===== config.mk =====
export PLATFORM = sky130hd
export DESIGN_NAME = uart_rx_param_flat
export DESIGN_NICKNAME = d
export VERILOG_FILES = /design/src/rtl/uart_rx_param_if.sv /design/src/rtl/uart_rx_param.sv /design/src/flat_wrapper.sv
export SDC_FILE = /design/constraint.sdc
export NUM_CORES = 1
export LEC_CHECK = 0
export ABC_AREA = 1
export BUFFER_PORTS_ARGS = -buffer_cell sky130_fd_sc_hd__buf_2
export CAP_MARGIN = 10
export CORE_ASPECT_RATIO = 2
export CORE_MARGIN = 1
export CORE_UTILIZATION = 40
export CTS_CLUSTER_SIZE = 28
export DETAILED_ROUTE_END_ITERATION = 10
export PLACE_DENSITY_LB_ADDON = 0.3
export SETUP_SLACK_MARGIN = 0.1
export SYNTH_ARGS = -nofsm -noshare
export SYNTH_HDL_FRONTEND = slang
export SYNTH_SLANG_ARGS = --single-unit

===== constraint.sdc =====
create_clock -name clk -period 2.9 [get_ports clk]
set_input_delay 0.725 -clock clk [delete_from_list [all_inputs] [get_ports clk]]
set_output_delay 0.725 -clock clk [all_outputs]
set_load 0.005 [all_outputs]

===== src/rtl/uart_rx_param_if.sv =====
// Signal bundle between the UART receiver (master side) and the consumer of received words.
// Serial line input, valid/ready word handshake, error flags and busy status.
interface uart_rx_param_if #(
    parameter int DATA_BITS = 8
) ();
    logic                 rxd;
    logic [DATA_BITS-1:0] data_out;
    logic                 data_valid;
    logic                 data_ready;
    logic                 frame_err;
    logic                 parity_err;
    logic                 overrun;
    logic                 busy;

    modport master (
        input  rxd, data_ready,
        output data_out, data_valid, frame_err, parity_err, overrun, busy
    );

    modport slave (
        output rxd, data_ready,
        input  data_out, data_valid, frame_err, parity_err, overrun, busy
    );
endinterface


===== src/rtl/uart_rx_param.sv =====
// Parametrised oversampling UART receiver with majority-vote sampling, parity/framing/overrun
// reporting and a valid/ready output holding register.
module uart_rx_param #(
    parameter int CLKS_PER_BIT = 16,
    parameter int DATA_BITS    = 8,
    parameter int PARITY       = 0,
    parameter int STOP_BITS    = 1,
    parameter int SYNC_STAGES  = 2
) (
    input  logic            clk,
    input  logic            rst_n,
    uart_rx_param_if.master rx_if
);
    localparam int CNT_W = $clog2(CLKS_PER_BIT);
    localparam int BIT_W = $clog2(DATA_BITS + 1);
    localparam logic [CNT_W-1:0] HALF_LOAD  = CNT_W'(CLKS_PER_BIT / 2 - 1);
    localparam logic [CNT_W-1:0] FULL_LOAD  = CNT_W'(CLKS_PER_BIT - 1);
    localparam logic [BIT_W-1:0] LAST_DATA  = BIT_W'(DATA_BITS - 1);
    localparam logic [BIT_W-1:0] LAST_STOP  = BIT_W'(STOP_BITS - 1);
    localparam logic             PARITY_ODD = (PARITY == 1);

    typedef enum logic [2:0] {
        S_IDLE,
        S_START,
        S_DATA,
        S_PARITY,
        S_STOP,
        S_WAIT_HIGH
    } state_e;

    logic [SYNC_STAGES-1:0] sync_q;
    logic [SYNC_STAGES-1:0] fill_q;
    logic [1:0]             hist_q;
    logic                   armed_q;
    logic                   rxs;
    logic                   maj;

    state_e                 state_q, state_d;
    logic [CNT_W-1:0]       cnt_q, cnt_d;
    logic [BIT_W-1:0]       bit_cnt_q, bit_cnt_d;
    logic [DATA_BITS-1:0]   shreg_q, shreg_d;
    logic                   perr_q, perr_d;
    logic                   ferr_q, ferr_d;

    logic [DATA_BITS-1:0]   dout_q, dout_d;
    logic                   valid_q, valid_d;
    logic                   fe_q, fe_d;
    logic                   pe_q, pe_d;
    logic                   ovr_q, ovr_d;

    logic                   done;
    logic                   done_fe;
    logic                   accept;
    logic                   load;

    // Majority over the current synchronised value and the two before it.
    assign rxs = sync_q[SYNC_STAGES-1];
    assign maj = (rxs & hist_q[0]) | (rxs & hist_q[1]) | (hist_q[0] & hist_q[1]);

    // fill_q marks when sync_q holds real line samples; armed_q then waits for a high line
    // so a line held low through reset release cannot start a frame.
    always_ff @(posedge clk or negedge rst_n) begin
        if (!rst_n) begin
            sync_q  <= '1;
            fill_q  <= '0;
            hist_q  <= '1;
            armed_q <= 1'b0;
        end else begin
            // NOTE: non-blocking assignments keep every flop sampling pre-edge values, so the
            // synchroniser shifts one stage per clock regardless of statement order.
            sync_q  <= {sync_q[SYNC_STAGES-2:0], rx_if.rxd};
            fill_q  <= {fill_q[SYNC_STAGES-2:0], 1'b1};
            hist_q  <= {hist_q[0], rxs};
            armed_q <= armed_q | (fill_q[SYNC_STAGES-1] & rxs);
        end
    end

    always_comb begin
        // NOTE: every variable gets its hold value first, so no path through the case
        // statement can leave one unassigned and infer a latch.
        state_d   = state_q;
        cnt_d     = cnt_q;
        bit_cnt_d = bit_cnt_q;
        shreg_d   = shreg_q;
        perr_d    = perr_q;
        ferr_d    = ferr_q;
        done      = 1'b0;
        done_fe   = 1'b0;

        unique case (state_q)
            S_IDLE: begin
                if (armed_q && !rxs) begin
                    state_d   = S_START;
                    cnt_d     = HALF_LOAD;
                    bit_cnt_d = '0;
                    perr_d    = 1'b0;
                    ferr_d    = 1'b0;
                end
            end
            S_START: begin
                if (cnt_q == '0) begin
                    cnt_d   = FULL_LOAD;
                    state_d = maj ? S_IDLE : S_DATA;
                end else begin
                    cnt_d = cnt_q - 1'b1;
                end
            end
            S_DATA: begin
                if (cnt_q == '0) begin
                    cnt_d   = FULL_LOAD;
                    shreg_d = {maj, shreg_q[DATA_BITS-1:1]};
                    if (bit_cnt_q == LAST_DATA) begin
                        bit_cnt_d = '0;
                        state_d   = (PARITY != 0) ? S_PARITY : S_STOP;
                    end else begin
                        bit_cnt_d = bit_cnt_q + 1'b1;
                    end
                end else begin
                    cnt_d = cnt_q - 1'b1;
                end
            end
            S_PARITY: begin
                if (cnt_q == '0) begin
                    cnt_d   = FULL_LOAD;
                    perr_d  = (^{shreg_q, maj}) ^ PARITY_ODD;
                    state_d = S_STOP;
                end else begin
                    cnt_d = cnt_q - 1'b1;
                end
            end
            S_STOP: begin
                if (cnt_q == '0) begin
                    cnt_d = FULL_LOAD;
                    if (!maj) ferr_d = 1'b1;
                    if (bit_cnt_q == LAST_STOP) begin
                        done      = 1'b1;
                        done_fe   = ferr_q | ~maj;
                        bit_cnt_d = '0;
                        // A low stop bit may be a break; wait for the line to recover first.
                        state_d   = done_fe ? S_WAIT_HIGH : S_IDLE;
                    end else begin
                        bit_cnt_d = bit_cnt_q + 1'b1;
                    end
                end else begin
                    cnt_d = cnt_q - 1'b1;
                end
            end
            S_WAIT_HIGH: begin
                if (rxs) state_d = S_IDLE;
            end
            default: state_d = S_IDLE;
        endcase
    end

    // Output holding register: a completed frame loads only if the slot is free or freed now.
    always_comb begin
        accept  = valid_q & rx_if.data_ready;
        load    = done & (~valid_q | accept);
        dout_d  = dout_q;
        fe_d    = fe_q;
        pe_d    = pe_q;
        valid_d = valid_q;
        ovr_d   = ovr_q;
        if (load) begin
            dout_d  = shreg_q;
            fe_d    = done_fe;
            pe_d    = perr_q;
            valid_d = 1'b1;
        end else if (accept) begin
            valid_d = 1'b0;
        end
        if (done && !load) begin
            ovr_d = 1'b1;
        end else if (accept) begin
            ovr_d = 1'b0;
        end
    end

    always_ff @(posedge clk or negedge rst_n) begin
        if (!rst_n) begin
            // NOTE: the shift register and output word are reset too, because data_out must
            // read 0 after reset rather than whatever the datapath last held.
            state_q   <= S_IDLE;
            cnt_q     <= '0;
            bit_cnt_q <= '0;
            shreg_q   <= '0;
            perr_q    <= 1'b0;
            ferr_q    <= 1'b0;
            dout_q    <= '0;
            valid_q   <= 1'b0;
            fe_q      <= 1'b0;
            pe_q      <= 1'b0;
            ovr_q     <= 1'b0;
        end else begin
            state_q   <= state_d;
            cnt_q     <= cnt_d;
            bit_cnt_q <= bit_cnt_d;
            shreg_q   <= shreg_d;
            perr_q    <= perr_d;
            ferr_q    <= ferr_d;
            dout_q    <= dout_d;
            valid_q   <= valid_d;
            fe_q      <= fe_d;
            pe_q      <= pe_d;
            ovr_q     <= ovr_d;
        end
    end

    assign rx_if.data_out   = dout_q;
    assign rx_if.data_valid = valid_q;
    assign rx_if.frame_err  = fe_q;
    assign rx_if.parity_err = pe_q;
    assign rx_if.overrun    = ovr_q;
    assign rx_if.busy       = (state_q != S_IDLE);
endmodule

===== src/flat_wrapper.sv =====
// flat-port wrapper written by rule: the top's interface ports become plain ports
module uart_rx_param_flat 
#(
    parameter int CLKS_PER_BIT = 16,
    parameter int DATA_BITS    = 8,
    parameter int PARITY       = 0,
    parameter int STOP_BITS    = 1,
    parameter int SYNC_STAGES  = 2
)
  (clk, rst_n, rx_if_rxd, rx_if_data_ready, rx_if_data_out, rx_if_data_valid, rx_if_frame_err, rx_if_parity_err, rx_if_overrun, rx_if_busy);
  uart_rx_param_if #(.DATA_BITS(DATA_BITS)) rx_if_i ();
  input  logic clk;
  input  logic rst_n;
  input wire logic [$bits(rx_if_i.rxd)-1:0] rx_if_rxd;
  input wire logic [$bits(rx_if_i.data_ready)-1:0] rx_if_data_ready;
  output wire logic [$bits(rx_if_i.data_out)-1:0] rx_if_data_out;
  output wire logic [$bits(rx_if_i.data_valid)-1:0] rx_if_data_valid;
  output wire logic [$bits(rx_if_i.frame_err)-1:0] rx_if_frame_err;
  output wire logic [$bits(rx_if_i.parity_err)-1:0] rx_if_parity_err;
  output wire logic [$bits(rx_if_i.overrun)-1:0] rx_if_overrun;
  output wire logic [$bits(rx_if_i.busy)-1:0] rx_if_busy;
  assign rx_if_i.rxd = rx_if_rxd;
  assign rx_if_i.data_ready = rx_if_data_ready;
  assign rx_if_data_out = rx_if_i.data_out;
  assign rx_if_data_valid = rx_if_i.data_valid;
  assign rx_if_frame_err = rx_if_i.frame_err;
  assign rx_if_parity_err = rx_if_i.parity_err;
  assign rx_if_overrun = rx_if_i.overrun;
  assign rx_if_busy = rx_if_i.busy;
  uart_rx_param #(.CLKS_PER_BIT(CLKS_PER_BIT), .DATA_BITS(DATA_BITS), .PARITY(PARITY), .STOP_BITS(STOP_BITS), .SYNC_STAGES(SYNC_STAGES)) u_core (.clk(clk), .rst_n(rst_n), .rx_if(rx_if_i));
endmodule

==> results by group <==
Run status
  • Status: finished, final reports clean

Critical path
  • Critical Path Start Type: flip-flop
  • Crit path max fanout: 5
  • Worst EP arrival: 1.23 ns
  • Crit-path leading delay family: flip-flops
  • Worst EP required: 2.17 ns
  • Crit end category: output pin
  • Kind of critical path: flip-flop to output pin
  • RR Endpoint: u_core.bit_cnt_q[3]
  • CP peak stage delay: 0.46 ns
  • R2R Setup Slk: around 1.2 ns
  • CP Cell Sequence: nor2_2 -> nand2_4 -> buf_2
  • Worst-case reg-to-reg path depth: 8
  • Worst path slowest cell: dfrtp_1
  • Worst r2r src: u_core.cnt_q[0]
  • Worst Path Buf+Inv: 1

Timing
  • Endpoints failing hold: 0
  • Fin Clk Skew: 0.0122 ns
  • Worst Tran Pin Value: approximately 0.87 ns
  • Final setup viols: 0
  • Max Slew Vio Count: 0
  • Fmax: around 500 MHz
  • Crit share post-route: 0.674
  • Final min period: between 1.5 and 2 ns
  • Final setup TNS: 0 ns
  • RSZ-0062 raised after global routing: no
  • Worst slew margin: 0.417

Global routing
  • Vias in the first global route: ~1500
  • First-pass GRT wire length: approximately 6.5 mm
  • Largest net degree at the start of global routing: just over 40
  • Initial antenna violation count: 0
  • Gr usage total: 0.168
  • GRT overflow: 0

Final layout
  • Antenna diode count: 0
  • Multi-input gate area: between 800 and 900 µm²
  • Nets: 260
  • FF+latch area: 0.00101 mm²
  • Post-route insts no fill: a little over 300
  • Layout cells sized above 1: 0.185
  • Area growth, synth to finish: 11.9%
  • Fillers: 445

Floorplanning
  • Row count: 35
  • Starting Density: 0.421
  • Die Ht: 101 µm
  • Die area: 0.00523 mm²
  • DIE WIDTH: 51.6 µm
  • Core area: roughly 0.0047 mm²
  • Io pins: 17

Synth
  • Post-synthesis sequential area ratio: 0.510
  • Syn. warnings: 0
  • Synth cell types: 33
  • Post-synth design cell area: 0.00197 mm²
  • Syn nets: around 240
  • Mean post-synth cell area: 8.49 µm²
  • Synthesized instance count: about 230
  • Register bit count reported by yosys: 40

Hold path
  • Hold Path End: u_core.sync_q[1]
  • Hold/Removal Path Class: flip-flop to flip-flop
  • Hold Path Stages: 0
  • Hold Crit Start: u_core.sync_q[0]

Power
  • P per Cell Area: approximately 740 mW/mm²
  • Peak supply drop: 0.000485 V
  • Leakage: about 1.1 nW

Clock tree
  • Postcts setup bufs: 0
  • H-tree depth: 2
  • CTS tree: built
  • CTS root buffer: clkbuf_8
  • Total CTS buffers: 5
  • Clock tree sinks: 40
  • Clk pin slew, worst setup/hold paths: 0.08 ns
  • Post-CTS sizing: 0
  • Clock insertion delay at the later pin of the skew report: roughly 0.30 ns
  • CTS max path bufs: 2
  • Post-cts hold buffer count: 0

Placement
  • Number of port buffers: 16
  • DP HPWL: roughly 2.9 mm
  • Dpl cells: roughly 300
  • GP Congestion: about 0.83

Route
  • Routed WL per cell: 12.4 µm
  • DRC violations left: 0
  • Via count: about 1600
  • Starting DRC count in detailed routing: 16
  • Routed vias/inst: 5.02
  • Routed Wire Length: about 3.8 mm
  • DRT antenna net count: 0
  • Router iterations before antenna repair: 4

Run
  • Max Cap Viol: 0
cell usage after synthesis (all sizes together):
cell type / n / area share
o21ai: 29 / 0.081
nor2: 17 / 0.044
inv: 29 / 0.057
a22oi: 1 / 0.0038
nor3: 5 / 0.018
nand2: 72 / 0.15
nand3: 18 / 0.046
dfrtp: 36 / 0.46
nand4: 1 / 0.0032
nor4: 1 / 0.0032
a21oi: 4 / 0.018
nand3b: 1 / 0.0038
o2bb2ai: 1 / 0.0044
xnor2: 1 / 0.0044
or2: 1 / 0.0032
xor2: 3 / 0.013
a31oi: 1 / 0.0032
conb: 1 / 0.0019
buf: 3 / 0.0076
ha: 3 / 0.019
dfstp: 4 / 0.053
sequential cells by signal, indices dropped and copies added, names as in the netlist, 2 cells and up:
signal                 cells
u_core.shreg_q             8
u_core.sync_q              2
u_core.cnt_q               4
u_core.bit_cnt_q           4
u_core.hist_q              2
u_core.fill_q              2
u_core.rx_if.data_out      8
u_core.state_q             3
layout by cell type (no fill, tap or decap), types with 2 or more instances in the layout:
| cell | count |
|---|---|
| nor2_2 | 3 |
| dfrtp_1 | 36 |
| nand2_4 | 4 |
| ha_1 | 3 |
| nor2_1 | 12 |
| inv_1 | 26 |
| o21ai_0 | 12 |
| dfstp_2 | 4 |
| nor2_4 | 2 |
| clkbuf_8 | 6 |
| nand2_1 | 66 |
| o21ai_1 | 15 |
| a21oi_1 | 2 |
| xor2_1 | 3 |
| inv_2 | 2 |
| nor3_1 | 4 |
| nand3_1 | 18 |
| buf_2 | 16 |
| nand2_2 | 2 |
routing by layer:
metal	up-vias	part of all wire	global-route usage
li1	781	-	-
met1	739	0.37	0.174
met4	0	0.033	0.0915
met3	10	0.019	0.0285
met2	20	0.57	0.309
met5	-	0	0
cells by family (layout without fill, tap and decap cells):
logic type	Yosys count	after routing	share of synthesized area
AOI/OAI and AO/OA	36	36	0.110
xor gates and xnor gates	4	4	0.0178
adders and majority gates	3	3	0.0190
buffers and inverters	32	54	0.0641
DFF	40	40	0.510
other	1	1	0.00190
and+or+nand+nor	116	116	0.276
layout make-up:
cell class / instances / share of cell area
Sequential cell: 40 / 0.456
Multi-Input combinational cell: 160 / 0.380
Clock inverter: 1 / 0.00340
Timing Repair Buffer: 17 / 0.0397
Tap cell: 55 / 0.0312
Clock buffer: 7 / 0.0391
Inverter: 29 / 0.0505
stage by stage:
stage | hold slack [ns] | power [mW] | setup WS (ns) | area, µm² | util
global placement | 0.336 | 1.24 | 1.28 | 2110 | 0.451
floorplan | 0.331 | 1.11 | 1.47 | 1970 | -
finish | 0.346 | 1.62 | 0.944 | 2210 | 0.471
CTS | 0.357 | 1.64 | 0.937 | 2210 | 0.471
detailed placement | 0.339 | 1.25 | 1.24 | 2110 | 0.451
global route | 0.358 | 1.73 | 0.890 | 2210 | 0.471
worst max-delay path by stage:
| stage | start | endpoint | slack (ns) | cells after the start |
|---|---|---|---|---|
| 2_1_floorplan | u_core.state_q[0] | rx_if_busy | 1.47 | 2 |
| 3_5_place_dp | u_core.cnt_q[0] | u_core.bit_cnt_q[3] | 1.24 | 8 |
| 5_1_grt | u_core.state_q[0] | rx_if_busy | 0.89 | 3 |
| 4_1_cts | u_core.state_q[0] | rx_if_busy | 0.94 | 3 |
| 3_3_place_gp | u_core.state_q[0] | rx_if_busy | 1.28 | 3 |
| 6_report | u_core.state_q[0] | rx_if_busy | 0.94 | 3 |
where the power goes:
part           switching (mW)  total [mW]  leakage (nW)  internal (mW)
clock                   0.199       0.393        0.0445          0.193
sequential             0.0670       0.695         0.520          0.628
combinational           0.353       0.534         0.519          0.181
worst register-to-register path, stage by stage, from the launching register on:
cell,delay [ns]
dfrtp_1,0.41
inv_1,0.07
ha_1,0.20
nand2_4,0.10
inv_1,0.12
nand2_2,0.20
a21oi_4,0.29
or2_1,0.13
nand2_1,0.04
Note: power is estimated with default switching activity, not from simulation.
